$ cat src/rtl/audio_level_ctrl_pkg.sv
`default_nettype none
// ============================================================================
// Module   : audio_pkg
// Brief    : Shared widths, default level thresholds, sequencer state
//            encoding and a small helper for the audio level datapath.
// Revision : 1.0 - initial release
// ----------------------------------------------------------------------------
// Contents:
//   LEVEL_W / MIC_W / LEVEL_MAX  - level and sample widths, top level value
//   T1_DEFAULT .. T5_DEFAULT     - default peak thresholds for levels 1..5
//   state_e                      - window sequencer states (ACCUM, EVAL)
//   sample_max()                 - unsigned max of two mic samples
// ============================================================================
package audio_pkg;

    localparam int LEVEL_W   = 3;
    localparam int MIC_W     = 12;
    localparam int LEVEL_MAX = 5;

    localparam int T1_DEFAULT = 2200;
    localparam int T2_DEFAULT = 2400;
    localparam int T3_DEFAULT = 2600;
    localparam int T4_DEFAULT = 2800;
    localparam int T5_DEFAULT = 3000;

    typedef enum logic [0:0] {
        ACCUM = 1'b0,
        EVAL  = 1'b1
    } state_e;

    function automatic logic [MIC_W-1:0] sample_max(
        input logic [MIC_W-1:0] a,
        input logic [MIC_W-1:0] b
    );
        return (a > b) ? a : b;
    endfunction

endpackage
`default_nettype wire

$ cat src/rtl/level_quantizer.sv
`default_nettype none
// ============================================================================
// Module   : level_quantizer
// Brief    : Purely combinational peak-to-level compare chain. Returns the
//            highest k in 1..5 with i_peak >= Tk, or 0 below T1. Also used
//            by the display path for an instantaneous readout.
// Revision : 1.0 - initial release
// ----------------------------------------------------------------------------
// Ports:
//   i_peak   in   MIC_W    unsigned peak value
//   o_level  out  LEVEL_W  quantized level 0..LEVEL_MAX
// ============================================================================
module level_quantizer
    import audio_pkg::*;
#(
    parameter int T1 = T1_DEFAULT,
    parameter int T2 = T2_DEFAULT,
    parameter int T3 = T3_DEFAULT,
    parameter int T4 = T4_DEFAULT,
    parameter int T5 = T5_DEFAULT
) (
    input  logic [MIC_W-1:0]   i_peak,
    output logic [LEVEL_W-1:0] o_level
);

    localparam logic [MIC_W-1:0] C_T1 = MIC_W'(T1);
    localparam logic [MIC_W-1:0] C_T2 = MIC_W'(T2);
    localparam logic [MIC_W-1:0] C_T3 = MIC_W'(T3);
    localparam logic [MIC_W-1:0] C_T4 = MIC_W'(T4);
    localparam logic [MIC_W-1:0] C_T5 = MIC_W'(T5);

    // Thresholds are strictly increasing, so testing from the top down
    // yields the highest satisfied threshold.
    always_comb begin
        o_level = '0;
        if (i_peak >= C_T5) begin
            o_level = LEVEL_W'(LEVEL_MAX);
        end else if (i_peak >= C_T4) begin
            o_level = LEVEL_W'(4);
        end else if (i_peak >= C_T3) begin
            o_level = LEVEL_W'(3);
        end else if (i_peak >= C_T2) begin
            o_level = LEVEL_W'(2);
        end else if (i_peak >= C_T1) begin
            o_level = LEVEL_W'(1);
        end
    end

endmodule
`default_nettype wire

$ cat src/rtl/audio_level_ctrl.sv
`default_nettype none
// ============================================================================
// Module   : audio_level_ctrl
// Brief    : Windowed peak detector and level sequencer for the microphone
//            datapath. Tracks the peak over WINDOW_SAMPLES accepted samples,
//            quantizes it to a level 0..5 with instant attack and stepped
//            decay, and drives the level display.
// Revision : 1.0 - initial release
// ----------------------------------------------------------------------------
// Ports:
//   CLOCK         in   1   system clock, rising edge
//   RESET         in   1   synchronous active-high reset
//   sample_valid  in   1   one-cycle strobe qualifying mic_in
//   mic_in        in   12  unsigned mic sample
//   freeze        in   1   hold level output; windows keep running
//   level         out  3   current volume level 0..5, registered
//   level_update  out  1   one-cycle pulse whenever level is (re)written
//   peak_out      out  12  peak of the last completed window, registered
// ============================================================================
module audio_level_ctrl
    import audio_pkg::*;
#(
    parameter int WINDOW_SAMPLES = 4000,
    parameter int DECAY_WINDOWS  = 2,
    parameter int T1             = T1_DEFAULT,
    parameter int T2             = T2_DEFAULT,
    parameter int T3             = T3_DEFAULT,
    parameter int T4             = T4_DEFAULT,
    parameter int T5             = T5_DEFAULT
) (
    input  logic               CLOCK,
    input  logic               RESET,
    input  logic               sample_valid,
    input  logic [MIC_W-1:0]   mic_in,
    input  logic               freeze,
    output logic [LEVEL_W-1:0] level,
    output logic               level_update,
    output logic [MIC_W-1:0]   peak_out
);

    localparam int CNT_W = $clog2(WINDOW_SAMPLES + 1);
    // Decay counter only ever holds 0..DECAY_WINDOWS-1.
    localparam int DEC_W = (DECAY_WINDOWS > 1) ? $clog2(DECAY_WINDOWS) : 1;

    localparam logic [CNT_W-1:0]   C_CNT_LAST = CNT_W'(WINDOW_SAMPLES - 1);
    localparam logic [CNT_W-1:0]   C_CNT_ONE  = CNT_W'(1);
    localparam logic [DEC_W-1:0]   C_DEC_LAST = DEC_W'(DECAY_WINDOWS - 1);
    localparam logic [DEC_W-1:0]   C_DEC_ONE  = DEC_W'(1);
    localparam logic [LEVEL_W-1:0] C_LVL_ONE  = LEVEL_W'(1);

    state_e             r_state_q;
    state_e             w_state_d;
    logic [MIC_W-1:0]   r_peak_q;
    logic [MIC_W-1:0]   w_peak_d;
    logic [CNT_W-1:0]   r_cnt_q;
    logic [CNT_W-1:0]   w_cnt_d;
    logic [DEC_W-1:0]   r_dec_q;
    logic [DEC_W-1:0]   w_dec_d;
    logic [LEVEL_W-1:0] r_level_q;
    logic [LEVEL_W-1:0] w_level_d;
    logic               r_level_update_q;
    logic               w_level_update_d;
    logic [MIC_W-1:0]   r_peak_out_q;
    logic [MIC_W-1:0]   w_peak_out_d;

    logic [LEVEL_W-1:0] w_win_level;

    level_quantizer #(
        .T1 (T1),
        .T2 (T2),
        .T3 (T3),
        .T4 (T4),
        .T5 (T5)
    ) u_quantizer (
        .i_peak  (r_peak_q),
        .o_level (w_win_level)
    );

    always_comb begin
        w_state_d        = r_state_q;
        w_peak_d         = r_peak_q;
        w_cnt_d          = r_cnt_q;
        w_dec_d          = r_dec_q;
        w_level_d        = r_level_q;
        w_level_update_d = 1'b0;
        w_peak_out_d     = r_peak_out_q;

        case (r_state_q)
            ACCUM: begin
                if (sample_valid) begin
                    w_peak_d = sample_max(r_peak_q, mic_in);
                    w_cnt_d  = r_cnt_q + C_CNT_ONE;
                    if (r_cnt_q == C_CNT_LAST) begin
                        w_state_d = EVAL;
                    end
                end
            end

            EVAL: begin
                w_state_d    = ACCUM;
                w_peak_out_d = r_peak_q;

                // A sample arriving during evaluation opens the next window
                // so that no sample is ever dropped.
                if (sample_valid) begin
                    w_peak_d = mic_in;
                    w_cnt_d  = C_CNT_ONE;
                end else begin
                    w_peak_d = '0;
                    w_cnt_d  = '0;
                end

                if (!freeze) begin
                    w_level_update_d = 1'b1;
                    if (w_win_level >= r_level_q) begin
                        // Instant attack (or hold at the same level).
                        w_level_d = w_win_level;
                        w_dec_d   = '0;
                    end else if (r_dec_q == C_DEC_LAST) begin
                        // Enough quieter windows: step down by exactly one.
                        // wl < level guarantees level-1 >= wl.
                        w_level_d = r_level_q - C_LVL_ONE;
                        w_dec_d   = '0;
                    end else begin
                        w_dec_d = r_dec_q + C_DEC_ONE;
                    end
                end
            end

            default: begin
                w_state_d = ACCUM;
            end
        endcase
    end

    always_ff @(posedge CLOCK) begin
        if (RESET) begin
            r_state_q        <= ACCUM;
            r_peak_q         <= '0;
            r_cnt_q          <= '0;
            r_dec_q          <= '0;
            r_level_q        <= '0;
            r_level_update_q <= 1'b0;
            r_peak_out_q     <= '0;
        end else begin
            r_state_q        <= w_state_d;
            r_peak_q         <= w_peak_d;
            r_cnt_q          <= w_cnt_d;
            r_dec_q          <= w_dec_d;
            r_level_q        <= w_level_d;
            r_level_update_q <= w_level_update_d;
            r_peak_out_q     <= w_peak_out_d;
        end
    end

    assign level        = r_level_q;
    assign level_update = r_level_update_q;
    assign peak_out     = r_peak_out_q;

endmodule
`default_nettype wire
$ cat config.mk
export PLATFORM = sky130hd
export DESIGN_NAME = audio_level_ctrl
export DESIGN_NICKNAME = d
export VERILOG_FILES = /design/src/rtl/audio_level_ctrl_pkg.sv /design/src/rtl/level_quantizer.sv /design/src/rtl/audio_level_ctrl.sv
export SDC_FILE = /design/constraint.sdc
export NUM_CORES = 1
export LEC_CHECK = 0
export BUFFER_PORTS_ARGS = -buffer_cell sky130_fd_sc_hd__buf_2
export CAP_MARGIN = 10
export CELL_PAD_IN_SITES_DETAIL_PLACEMENT = 0
export CELL_PAD_IN_SITES_GLOBAL_PLACEMENT = 1
export CORE_MARGIN = 4
export CORE_UTILIZATION = 40
export CTS_CLUSTER_DIAMETER = 80
export DETAILED_ROUTE_END_ITERATION = 8
export PLACE_DENSITY_LB_ADDON = 0.1
export SLEW_MARGIN = 10
export SYNTH_ARGS = -nofsm -noshare
export SYNTH_HDL_FRONTEND = slang
export SYNTH_SLANG_ARGS = --single-unit
$ cat constraint.sdc
create_clock -name CLOCK -period 6.4 [get_ports CLOCK]
set_input_delay 0.32 -clock CLOCK [delete_from_list [all_inputs] [get_ports CLOCK]]
set_output_delay 0.32 -clock CLOCK [all_outputs]
set_load 0.005 [all_outputs]
==> run_results.csv, run 1 <==
group,metric,value,unit
status,outcome,"finished, final reports clean",
sta,whs,0.253,ns
worst_hold_path,holdPathEnd,"r_peak_q[1]",
logic_synthesis,synthDistinctLibCells,41,
final_layout,antennaDiodeCount,0,
setup_path,path_delay_family,"compound AO/OA/AOI/OAI gates",
detailed_routing,drt_iter0_markers,72,
logic_synthesis,synth-seq-cells,42,
floorplan,initial_utilization,0.415,
pwr,power_per_cell_area,212,mW/mm2
logic_synthesis,synthDominantCellAreaShare,0.397,
clocking,cts.repair.resized,0,
detailed_routing,dr_total_vias,1692,
global_routing,initial_antenna_violation_count,0,
pwr,netSwitchingFraction,0.258,
global_routing,grt_start_max_net_pins,23,
clocking,cts_root_buf,"clkbuf_8",
logic_synthesis,synth.top_cells.by_count,"dfxtp_1 (42), nor2_1 (33), ha_1 (17), inv_1 (17)",
setup_path,crit_path_dat,2.76,ns
setup_path,cp-end-kind,"register",
final_layout,final_layout_size_suffix_gt1_frac,0.179,
detailed_routing,route.detailed.vias_per_inst,5.08,
logic_synthesis,synth_enable_flop_cells,0,
global_routing,first_global_vias,1582,
sta,finalSetupViolCount,0,
floorplan,core_area,0.00511,mm2
place,placer_congestion,0.697,
logic_synthesis,syn-instance-count,232,
detailed_routing,drc,0,
sta,fin_worst_skew,0.00328,ns
worst_hold_path,hold-path-cell-count,2,
detailed_routing,wire_per_inst,13.2,um
sta,timing_worst_slew_pin_value,0.979,ns
pwr,net-switching-power,0.132,mW
clocking,htreeDepth,2,
logic_synthesis,yosysWarningCount,0,
pwr,share_seq_of_total_power,0.549,
logic_synthesis,main_flop_type_after_synthesis,"dfxtp_1",
worst_hold_path,min-delay-start,"mic_in[1]",
detailed_routing,drtPass1Iterations,4,
place,hpwl,3.18,mm
final_layout,fin_nets,295,
sta,slew_violations,0,
final_layout,design_area,0.00241,mm2
logic_synthesis,netlist_top_cells_area,"dfxtp_1 (40%), ha_1 (10%), mux2i_1 (6.6%)",
pwr,cellInternalPower,0.378,mW
logic_synthesis,synthDominantAreaCellType,"dfxtp_1",
setup_path,worst-path-max-fanout,8,
global_routing,gr-total-overflow,0,
global_routing,grt_use_total,0.148,
clocking,cts_hold_repair.buffers,0,
clocking,worst_skew_pair.late_latency,0.29,ns
setup_path,critical_path.cell_chain,"a2111oi_0 > nor2_1 > a21oi_1 > a211oi_1 > ha_1 > nor2b_1 > o21ai_1 > o21bai_1 > a211oi_1 > a211oi_1",
setup_path,slowest_cp_cell,"o21ai_1",
worst_hold_path,hp-class,"in -> reg",
setup_path,worst-endpoint-required,6.57,ns
pwr,clkPwrFrac,0.354,
floorplan,boundaryPins,32,
detailed_routing,route.final.wire_length,4.39,mm
clocking,post_cts_buffers,0,
setup_path,critical_path.reg2reg.startpoint,"r_peak_q[6]",
place,dpl_cell_area,0.00231,mm2
setup_path,worst_r2r_path_depth,10,
detailed_routing,ant_nets,0,
global_routing,global_route_wire_length_before_repair,7.51,mm
setup_path,critPathMostFrequentCell,"a211oi_1",
pwr,power_frac_comb,0.097,
clocking,clk_path_buf_depth,2,
logic_synthesis,synthMostInstantiatedCell,"dfxtp_1",
setup_path,r2r_setup_slack,3.81,ns
clocking,cts_tree,"done",
sta,finalCriticalPeriod,2.59,ns
pwr,vdd_drop_max,142,uV
sta,hold_viol_final,0,
floorplan,die_x,80.8,um
logic_synthesis,synthesized_nets,265,
setup_path,setup.worst_path.start_class,"register",
job,max_cap_viol_count,0,
logic_synthesis,yosysSeqAreaShare,0.397,
final_layout,synthToLayoutAreaGrowth,13.6,%
setup_path,r2r-end,"level[1]",
sta,max_slew_margin,0.347,
logic_synthesis,syn_area_per_cell,9.13,um2
sta,timing.setup.tns,0,ns
setup_path,critical_path.max_stage_delay,0.45,ns
floorplan,die-area,0.00652,mm2
setup_path,timing.setup.critical_path_class,"reg -> reg",
sta,maximum_clock_rate,386,MHz
logic_synthesis,syn_area,0.00212,mm2
clocking,clock_sink_count,42,
sta,final_critical_path_share_of_the_clock_period,0.405,
clocking,clk_pin_slew_worst_paths,0.08,ns
setup_path,critical_path_buffers_and_inverters,0,
floorplan,die-height,80.8,um
pwr,static-leakage-power,1.03,nW
final_layout,layout.core_utilization,0.471,
sta,rsz0062_at_grt,"no",
place,port-buffer-count,31,
clocking,tritoncts.num_buffers,5,
floorplan,std_cell_rows,26,
logic_synthesis,async_reset_ff_frac,0,
[registers in the layout (all words and copies together) (netlist names)]
register / count
peak_out: 12
r_cnt_q: 12
r_peak_q: 12
level: 3
level_update: 1
r_dec_q: 1
r_state_q: 1
[cells by family (layout without fill, tap and decap cells)]
| logic type | count (synthesis) | count (layout) | synth area share |
|---|---|---|---|
| AND/OR/NAND/NOR | 81 | 81 | 0.188 |
| AO/OA/AOI/OAI | 42 | 42 | 0.149 |
| flip-flops | 42 | 42 | 0.397 |
| buffers and inverters | 25 | 56 | 0.0537 |
| adder cells (fa/ha/maj) | 17 | 17 | 0.100 |
| multiplexers | 14 | 14 | 0.0662 |
| XOR/XNOR | 11 | 11 | 0.0455 |
[stage by stage]
step / setup WS, ns / cells / total power [mW]
5_1_grt: 3.53 / 333 / 0.537
6_report: 3.81 / 333 / 0.510
3_3_place_gp: 3.88 / 325 / 0.335
2_1_floorplan: 4.14 / 232 / 0.320
4_1_cts: 3.81 / 333 / 0.519
3_5_place_dp: 3.84 / 325 / 0.336
[power groups by stage]
stage | registers [mW] | clock network (mW) | logic (mW)
2_1_floorplan | 0.282 | 0 | 0.0381
4_1_cts | 0.280 | 0.189 | 0.0499
5_1_grt | 0.282 | 0.199 | 0.0562
3_3_place_gp | 0.286 | 0 | 0.0496
6_report | 0.280 | 0.181 | 0.0492
3_5_place_dp | 0.286 | 0 | 0.0495
[area by class of cell]
class                   count  area (um2)
flip-flops and latches     42         841
fillers                   545        2700
inverters                  17        63.8
clock buffers               6        82.6
clock inverters             2        12.5
well taps                  70        87.6
multi-input cells         165        1160
repair buffers             31         155
[worst max path at each step]
stage	startpoint	end	cells after the start
floorplan	r_peak_q[6]	level[1]	10
global placement	r_peak_q[6]	level[1]	10
detailed placement	r_peak_q[6]	level[1]	10
CTS	r_peak_q[6]	level[1]	10
global route	r_peak_q[6]	level[1]	10
finish	r_peak_q[6]	level[1]	10
[cells in the final DEF, fill, tap and decap left out, types with 2 or more instances in the layout]
master,count
a21oi_1,8
nand4_1,6
ha_1,17
and4_1,3
dfxtp_1,42
a22o_2,2
nor2b_1,3
nand2_1,14
nor3_1,6
clkbuf_8,6
a22o_1,10
nand3_1,4
nand2b_1,2
xor2_1,8
nor2_1,33
and3_1,3
a211oi_1,4
or2_2,3
xnor2_1,3
o21ai_0,5
buf_2,31
a31oi_1,2
inv_1,17
mux2i_1,14
[routing by layer]
| layer | GRT usage | vias to the layer above | routed length [um] |
|---|---|---|---|
| met5 | 0 | - | 0 |
| met4 | 0.0507 | 0 | 57 |
| met1 | 0.185 | 774 | 2130 |
| met3 | 0.0344 | 7 | 170 |
| li1 | - | 884 | - |
| met2 | 0.251 | 27 | 2030 |
No activity file was read; power rests on OpenSTA's default activity.
==> run 2: changes to the inputs <==
--- a/config.mk
+++ b/config.mk
@@ -10,7 +10,7 @@
 export CELL_PAD_IN_SITES_DETAIL_PLACEMENT = 0
 export CELL_PAD_IN_SITES_GLOBAL_PLACEMENT = 1
 export CORE_MARGIN = 4
-export CORE_UTILIZATION = 40
+export CORE_UTILIZATION = 38
 export CTS_CLUSTER_DIAMETER = 80
 export DETAILED_ROUTE_END_ITERATION = 8
 export PLACE_DENSITY_LB_ADDON = 0.1
==> constraint.sdc (replaced) <==
create_clock -name CLOCK -period 2.3 [get_ports CLOCK]
set_input_delay 0.115 -clock CLOCK [delete_from_list [all_inputs] [get_ports CLOCK]]
set_output_delay 0.115 -clock CLOCK [all_outputs]
set_load 0.005 [all_outputs]
==> run 2 against run 1 <==
  * Clock skew is 0.0017 ns higher
  * Register-to-register slack worse by 3.7 ns
  * Flip-flop and latch count stayed put
  * Utilization is 1.4 points higher
  * Largest power group unchanged
  * Die area is 4.7% higher
  * Via count is 1.0% higher
  * Hold slack worse by 0.20 ns
  * Final area is 6.3% higher
  * Largest cell class unchanged
==> run_results.csv, run 2 (synthesis results as in run 1) <==
group,metric,value,unit
final_layout,layout.core_utilization,0.485,
final_layout,most_frequent_cells_in_the_layout,"dfxtp_1 (39), nor2_1 (33), buf_2 (31), inv_1 (17), ha_1 (17)",
worst_hold_path,hold-path-cell-count,2,
sta,slew_violations,0,
setup_path,critical_path.reg2reg.startpoint,"r_peak_q[6]",
status,outcome,"finished, final reports clean",
job,max_cap_viol_count,0,
worst_hold_path,holdPathEnd,"r_peak_q[11]",
pwr,power_per_cell_area,556,mW/mm2
final_layout,post_layout_nonfiller_instances,347,
setup_path,setup.worst_path.start_class,"register",
sta,timing.setup.tns,0,ns
place,hpwl,3.38,mm
final_layout,antennaDiodeCount,0,
sta,finalCriticalPeriod,2.18,ns
floorplan,boundaryPins,32,
clocking,cts_tree,"done",
setup_path,timing.setup.critical_path_class,"reg -> reg",
pwr,p_total,1.42,mW
final_layout,fin_nets,309,
clocking,clk_pin_slew_worst_paths,0.08,ns
global_routing,grt_use_total,0.150,
setup_path,critical_path.max_stage_delay,0.47,ns
detailed_routing,drtPass1Iterations,4,
global_routing,gr-total-overflow,0,
clocking,clk_path_buf_depth,2,
global_routing,first_global_vias,1657,
detailed_routing,route.detailed.vias_per_inst,4.93,
sta,final_critical_path_share_of_the_clock_period,0.948,
detailed_routing,drt_iter0_markers,62,
detailed_routing,ant_nets,0,
place,port-buffer-count,31,
clocking,tritoncts.num_buffers,5,
detailed_routing,drc,0,
sta,fin_worst_skew,0.00494,ns
sta,rsz0062_at_grt,"yes",
global_routing,met1_usage,0.198,
floorplan,std_cell_rows,26,
floorplan,die-height,82.7,um
sta,maximum_clock_rate,458,MHz
setup_path,r2r-end,"level[0]",
detailed_routing,dr_total_vias,1709,
setup_path,critical_path.cell_chain,"a2111oi_2 > nor2_1 > a21oi_1 > a211oi_2 > ha_1 > nor2b_1 > o21ai_2 > or4_1 > o221ai_1",
final_layout,layout.cells.most_common,"dfxtp_1",
global_routing,initial_antenna_violation_count,0,
sta,whs,0.0538,ns
worst_hold_path,hp-class,"in -> reg",
setup_path,worst_r2r_path_depth,9,
detailed_routing,wire_per_inst,13.2,um
setup_path,crit_path_dat,2.39,ns
global_routing,gr-usage-met3,0.0390,
setup_path,cp-end-kind,"register",
setup_path,path_delay_family,"compound AO/OA/AOI/OAI gates",
clocking,worst_skew_pair.late_latency,0.29,ns
worst_hold_path,min-delay-start,"mic_in[11]",
clocking,clock_sink_count,42,
setup_path,worst-path-max-fanout,6,
place,place_inst,337,
setup_path,critical_path_buffers_and_inverters,0,
floorplan,die_x,82.7,um
global_routing,grt_start_max_net_pins,23,
sta,hold_viol_final,0,
floorplan,initial_utilization,0.402,
floorplan,core_area,0.00527,mm2
final_layout,design_area,0.00256,mm2
place,pre_cts_ws,-0.0465,ns
floorplan,die-area,0.00683,mm2
sta,timing_worst_slew_pin_value,0.653,ns
global_routing,global_route.usage.met2,0.239,
final_layout,synthToLayoutAreaGrowth,20.7,%
setup_path,r2r_setup_slack,0.12,ns
sta,max_slew_margin,0.564,
detailed_routing,route.final.wire_length,4.57,mm
global_routing,grt_most_used_layer,"met2",
global_routing,global_route_wire_length_before_repair,7.78,mm
setup_path,worst-endpoint-required,2.51,ns
setup_path,slowest_cp_cell,"or4_1",
place,placer_congestion,0.808,
clocking,htreeDepth,2,
pwr,static-leakage-power,1.10,nW
sta,timing.final.ws_setup,0.118,ns
sta,finalSetupViolCount,0,
pwr,vdd_drop_max,377,uV
final_layout,final_layout_size_suffix_gt1_frac,0.249,
place,dpl_cell_area,0.00240,mm2
clocking,cts_root_buf,"clkbuf_8",
-- run 2: layout make-up --
type | instances | area, um2
clock buffer | 5 | 68.8
clock inverter | 3 | 21.3
fill | 545 | 2710
inverter | 17 | 63.8
multi-input combinational | 166 | 1220
sequential | 42 | 845
tap | 70 | 87.6
timing repair buffer | 44 | 253
-- run 2: what timing repair did --
action | in CTS | in global routing
hold buffers | 0 | 0
setup buffers | 0 | 1
resized for setup | 6 | 6
setup endpoints to repair | 3 | 15
pin swaps | 0 | 3
cloned | 0 | 1
-- run 2: report_power, final --
group / internal, mW / switching, mW
Combinational: 0.0887 / 0.0883
Clock: 0.213 / 0.258
Sequential: 0.747 / 0.0265
-- run 2: worst max-delay path by stage --
stage / from / endpoint / slack, ns / cells past startpoint
floorplan: r_peak_q[6] / level[1] / 0.04 / 10
global placement: r_peak_q[6] / level[1] / -0.06 / 10
detailed placement: r_peak_q[6] / level[1] / -0.05 / 10
CTS: r_peak_q[6] / level[0] / 0.03 / 9
global route: r_peak_q[9] / r_peak_q[8] / -0.01 / 7
finish: r_peak_q[6] / level[0] / 0.12 / 9
-- run 2: worst register-to-register path: stages (launching register included) --
cell       delay, ns
dfxtp_2         0.36
a2111oi_2       0.35
nor2_1          0.10
a21oi_1         0.16
a211oi_2        0.06
ha_1            0.28
nor2b_1         0.14
o21ai_2         0.10
or4_1           0.47
o221ai_1        0.08
-- run 2: routing by layer --
layer  vias up  part of all wire
met4         0            0.0066
met3         2             0.038
li1        909                 -
met2        22              0.44
met5         -                 0
met1       776              0.52
==> run 3: changes to the inputs <==
--- a/config.mk
+++ b/config.mk
@@ -5,12 +5,14 @@
 export SDC_FILE = /design/constraint.sdc
 export NUM_CORES = 1
 export LEC_CHECK = 0
+export ABC_AREA = 1
 export BUFFER_PORTS_ARGS = -buffer_cell sky130_fd_sc_hd__buf_2
 export CAP_MARGIN = 10
 export CELL_PAD_IN_SITES_DETAIL_PLACEMENT = 0
 export CELL_PAD_IN_SITES_GLOBAL_PLACEMENT = 1
 export CORE_MARGIN = 4
-export CORE_UTILIZATION = 38
+export CORE_UTILIZATION = 37
+export CTS_BUF_LIST = sky130_fd_sc_hd__clkbuf_16
 export CTS_CLUSTER_DIAMETER = 80
 export DETAILED_ROUTE_END_ITERATION = 8
 export PLACE_DENSITY_LB_ADDON = 0.1
==> run 3 against run 2 <==
  * First-iteration DRC count is 18% higher
  * Global-route usage up 0.16 points
  * Non-clock buffer count is 8 lower
  * Synthesized cell count rose by 41%
  * Sequential power about the same
  * Critical endpoint unchanged
  * Final cell count grew 26%
==> run_results.csv, run 3 <==
group,metric,value,unit
status,outcome,"finished, final reports clean",
final_layout,layout.cells.most_common,"nand2_1",
global_routing,gr-total-overflow,0,
global_routing,initial_antenna_violation_count,0,
floorplan,die-area,0.00776,mm2
setup_path,critical_path.max_stage_delay,0.34,ns
logic_synthesis,main_flop_type_after_synthesis,"dfxtp_1",
logic_synthesis,synth-seq-cells,42,
logic_synthesis,syn_area_per_cell,7.24,um2
final_layout,final_layout_size_suffix_gt1_frac,0.281,
logic_synthesis,synthMostInstantiatedCell,"nand2_1",
setup_path,slowest_cp_cell,"dfxtp_2",
logic_synthesis,syn_area,0.00237,mm2
detailed_routing,drtPass1Iterations,4,
setup_path,worst-path-max-fanout,5,
setup_path,r2r-end,"level[0]",
sta,final_critical_path_share_of_the_clock_period,0.901,
final_layout,most_frequent_cells_in_the_layout,"nand2_1 (52), inv_1 (36), dfxtp_1 (33), nor2_1 (32), buf_2 (31)",
global_routing,first_global_vias,2023,
logic_synthesis,yosysSeqAreaShare,0.354,
logic_synthesis,synthesized_nets,361,
global_routing,global_route_wire_length_before_repair,9.27,mm
setup_path,critical_path.cell_chain,"inv_2 > nand2_1 > nor2_1 > a31oi_2 > inv_2 > a21oi_2 > ha_1 > nand3_1 > nand3_1 > or2_1 > nand2_2 > inv_2 > o21ai_1 > a21oi_1",
global_routing,grt_start_max_net_pins,22,
sta,hold_viol_final,0,
clocking,clock_sink_count,42,
final_layout,fin_nets,395,
sta,timing.setup.tns,0,ns
final_layout,antennaDiodeCount,0,
setup_path,timing.setup.critical_path_class,"reg -> reg",
place,hpwl,4.01,mm
sta,timing_worst_slew_pin_value,0.505,ns
pwr,p_total,1.76,mW
floorplan,core_area,0.00606,mm2
detailed_routing,route.final.wire_length,5.31,mm
sta,whs,0.111,ns
setup_path,setup.worst_path.start_class,"register",
sta,maximum_clock_rate,483,MHz
floorplan,die_x,88.1,um
detailed_routing,drc,0,
setup_path,path_delay_family,"simple AND/OR/NAND/NOR gates",
setup_path,cp-end-kind,"register",
clocking,worst_skew_pair.late_latency,0.28,ns
logic_synthesis,synth.top_cells.by_count,"nand2_1 (56), dfxtp_1 (42), inv_1 (39), nor2_1 (33), a21oi_1 (28)",
clocking,htreeDepth,2,
logic_synthesis,yosysWarningCount,0,
pwr,power_per_cell_area,626,mW/mm2
sta,finalSetupViolCount,0,
floorplan,boundaryPins,32,
detailed_routing,route.detailed.vias_per_inst,4.76,
worst_hold_path,holdPathEnd,"r_peak_q[8]",
global_routing,grt_use_total,0.152,
sta,finalCriticalPeriod,2.07,ns
sta,fin_worst_skew,0.00480,ns
clocking,cts_tree,"done",
logic_synthesis,synthDominantCellAreaShare,0.354,
setup_path,worst_r2r_path_depth,14,
floorplan,initial_utilization,0.392,
floorplan,std_cell_rows,28,
setup_path,worst-endpoint-required,2.47,ns
clocking,clk_path_buf_depth,2,
sta,slew_violations,0,
detailed_routing,wire_per_inst,12.1,um
logic_synthesis,synthDistinctLibCells,33,
logic_synthesis,synth_enable_flop_cells,0,
setup_path,r2r_setup_slack,0.23,ns
worst_hold_path,hold-path-cell-count,3,
floorplan,die-height,88.1,um
logic_synthesis,netlist_top_cells_area,"dfxtp_1 (35%), ha_1 (9.0%), nand2_1 (8.9%)",
logic_synthesis,async_reset_ff_frac,0,
logic_synthesis,synthDominantAreaCellType,"dfxtp_1",
place,port-buffer-count,31,
setup_path,crit_path_dat,2.24,ns
pwr,static-leakage-power,1.35,nW
setup_path,critical_path_buffers_and_inverters,3,
clocking,clk_pin_slew_worst_paths,0.06,ns
clocking,cts_root_buf,"clkbuf_16",
logic_synthesis,syn-instance-count,328,
place,placer_congestion,0.851,
worst_hold_path,min-delay-start,"mic_in[8]",
detailed_routing,drt_iter0_markers,73,
sta,max_slew_margin,0.663,
setup_path,critical_path.reg2reg.startpoint,"r_peak_q[10]",
setup_path,worst-path-stages,14,
setup_path,critPathMostFrequentCell,"inv_2",
job,max_cap_viol_count,0,
detailed_routing,ant_nets,0,
detailed_routing,dr_total_vias,2085,
pwr,vdd_drop_max,365,uV
worst_hold_path,hp-class,"in -> reg",
final_layout,synthToLayoutAreaGrowth,18.3,%
clocking,tritoncts.num_buffers,5,
[run 3: cell count changes in the layout (fill, tap and decap cells not counted), moves of 9 or more]
cell     delta
inv_2      +12
a22o_1     -10
a21oi_1    +20
nand2_2    +15
a21oi_2    +11
mux2i_1    -14
inv_1      +19
o21ai_0    +17
buf_4       -9
nand2_1    +38
nand3_1    +17
[run 3: tightest hold or removal path, stage by stage]
cell and delay [ns]:
buf_2 0.10, nand3_1 0.07, a21oi_1 0.06
[run 3: final cells by class]
cell class | count | area (um2)
inverters | 48 | 183
well taps | 75 | 93.8
clock buffers | 5 | 125
fillers | 638 | 3250
repair buffers | 36 | 195
multi-input cells | 229 | 1320
flip-flops and latches | 42 | 855
clock inverters | 3 | 41.3
[run 3: how the worst max path moves through the flow]
stage	start	to	slack, ns
after floorplan	r_peak_q[11]	level[2]	0.20
after global placement	r_peak_q[11]	level[2]	0.1
after detailed placement	r_peak_q[11]	level[1]	0.1
after CTS	r_peak_q[11]	level[0]	0.08
after global routing	r_peak_q[6]	level[2]	-0.0007
final	r_peak_q[10]	level[0]	0.23
[run 3: cell families (layout without fill, tap and decap cells)]
family / after synthesis / in the layout / share of synthesized area
compound gates: 70 / 70 / 0.171
xor+xnor: 1 / 1 / 0.00369
fa+ha+maj: 17 / 17 / 0.0896
buf+inv: 57 / 92 / 0.0996
flops: 42 / 42 / 0.354
simple gates: 141 / 141 / 0.282
[run 3: metrics by stage]
step	utilization	setup WS, ns	area [um2]	std cells
6_report	0.464	0.228	2810	438
5_1_grt	0.464	-0.000726	2810	438
4_1_cts	0.458	0.0833	2780	438
3_5_place_dp	0.429	0.0984	2600	429
3_3_place_gp	0.429	0.0994	2600	429
2_1_floorplan	-	0.198	2370	328
[run 3: routing by layer]
layer | vias to the layer above | wire length, um | global-route usage
met1 | 921 | 2600 | 0.199
met4 | 0 | 43 | 0.0440
li1 | 1131 | - | -
met2 | 29 | 2490 | 0.255
met5 | - | 0 | 0
met3 | 4 | 170 | 0.0292
[run 3: power breakdown]
| part | total [mW] | internal [mW] | switching, mW |
|---|---|---|---|
| clock network | 0.791 | 0.508 | 0.283 |
| registers | 0.775 | 0.748 | 0.0276 |
| logic | 0.194 | 0.0737 | 0.120 |
[run 3: what timing repair did]
item | CTS | global route
setup endpoints to repair | 0 | 4
hold buffers | 1 | 0
hold endpoints to repair | 1 | 0
resized for setup | 0 | 21
setup buffers | 0 | 0
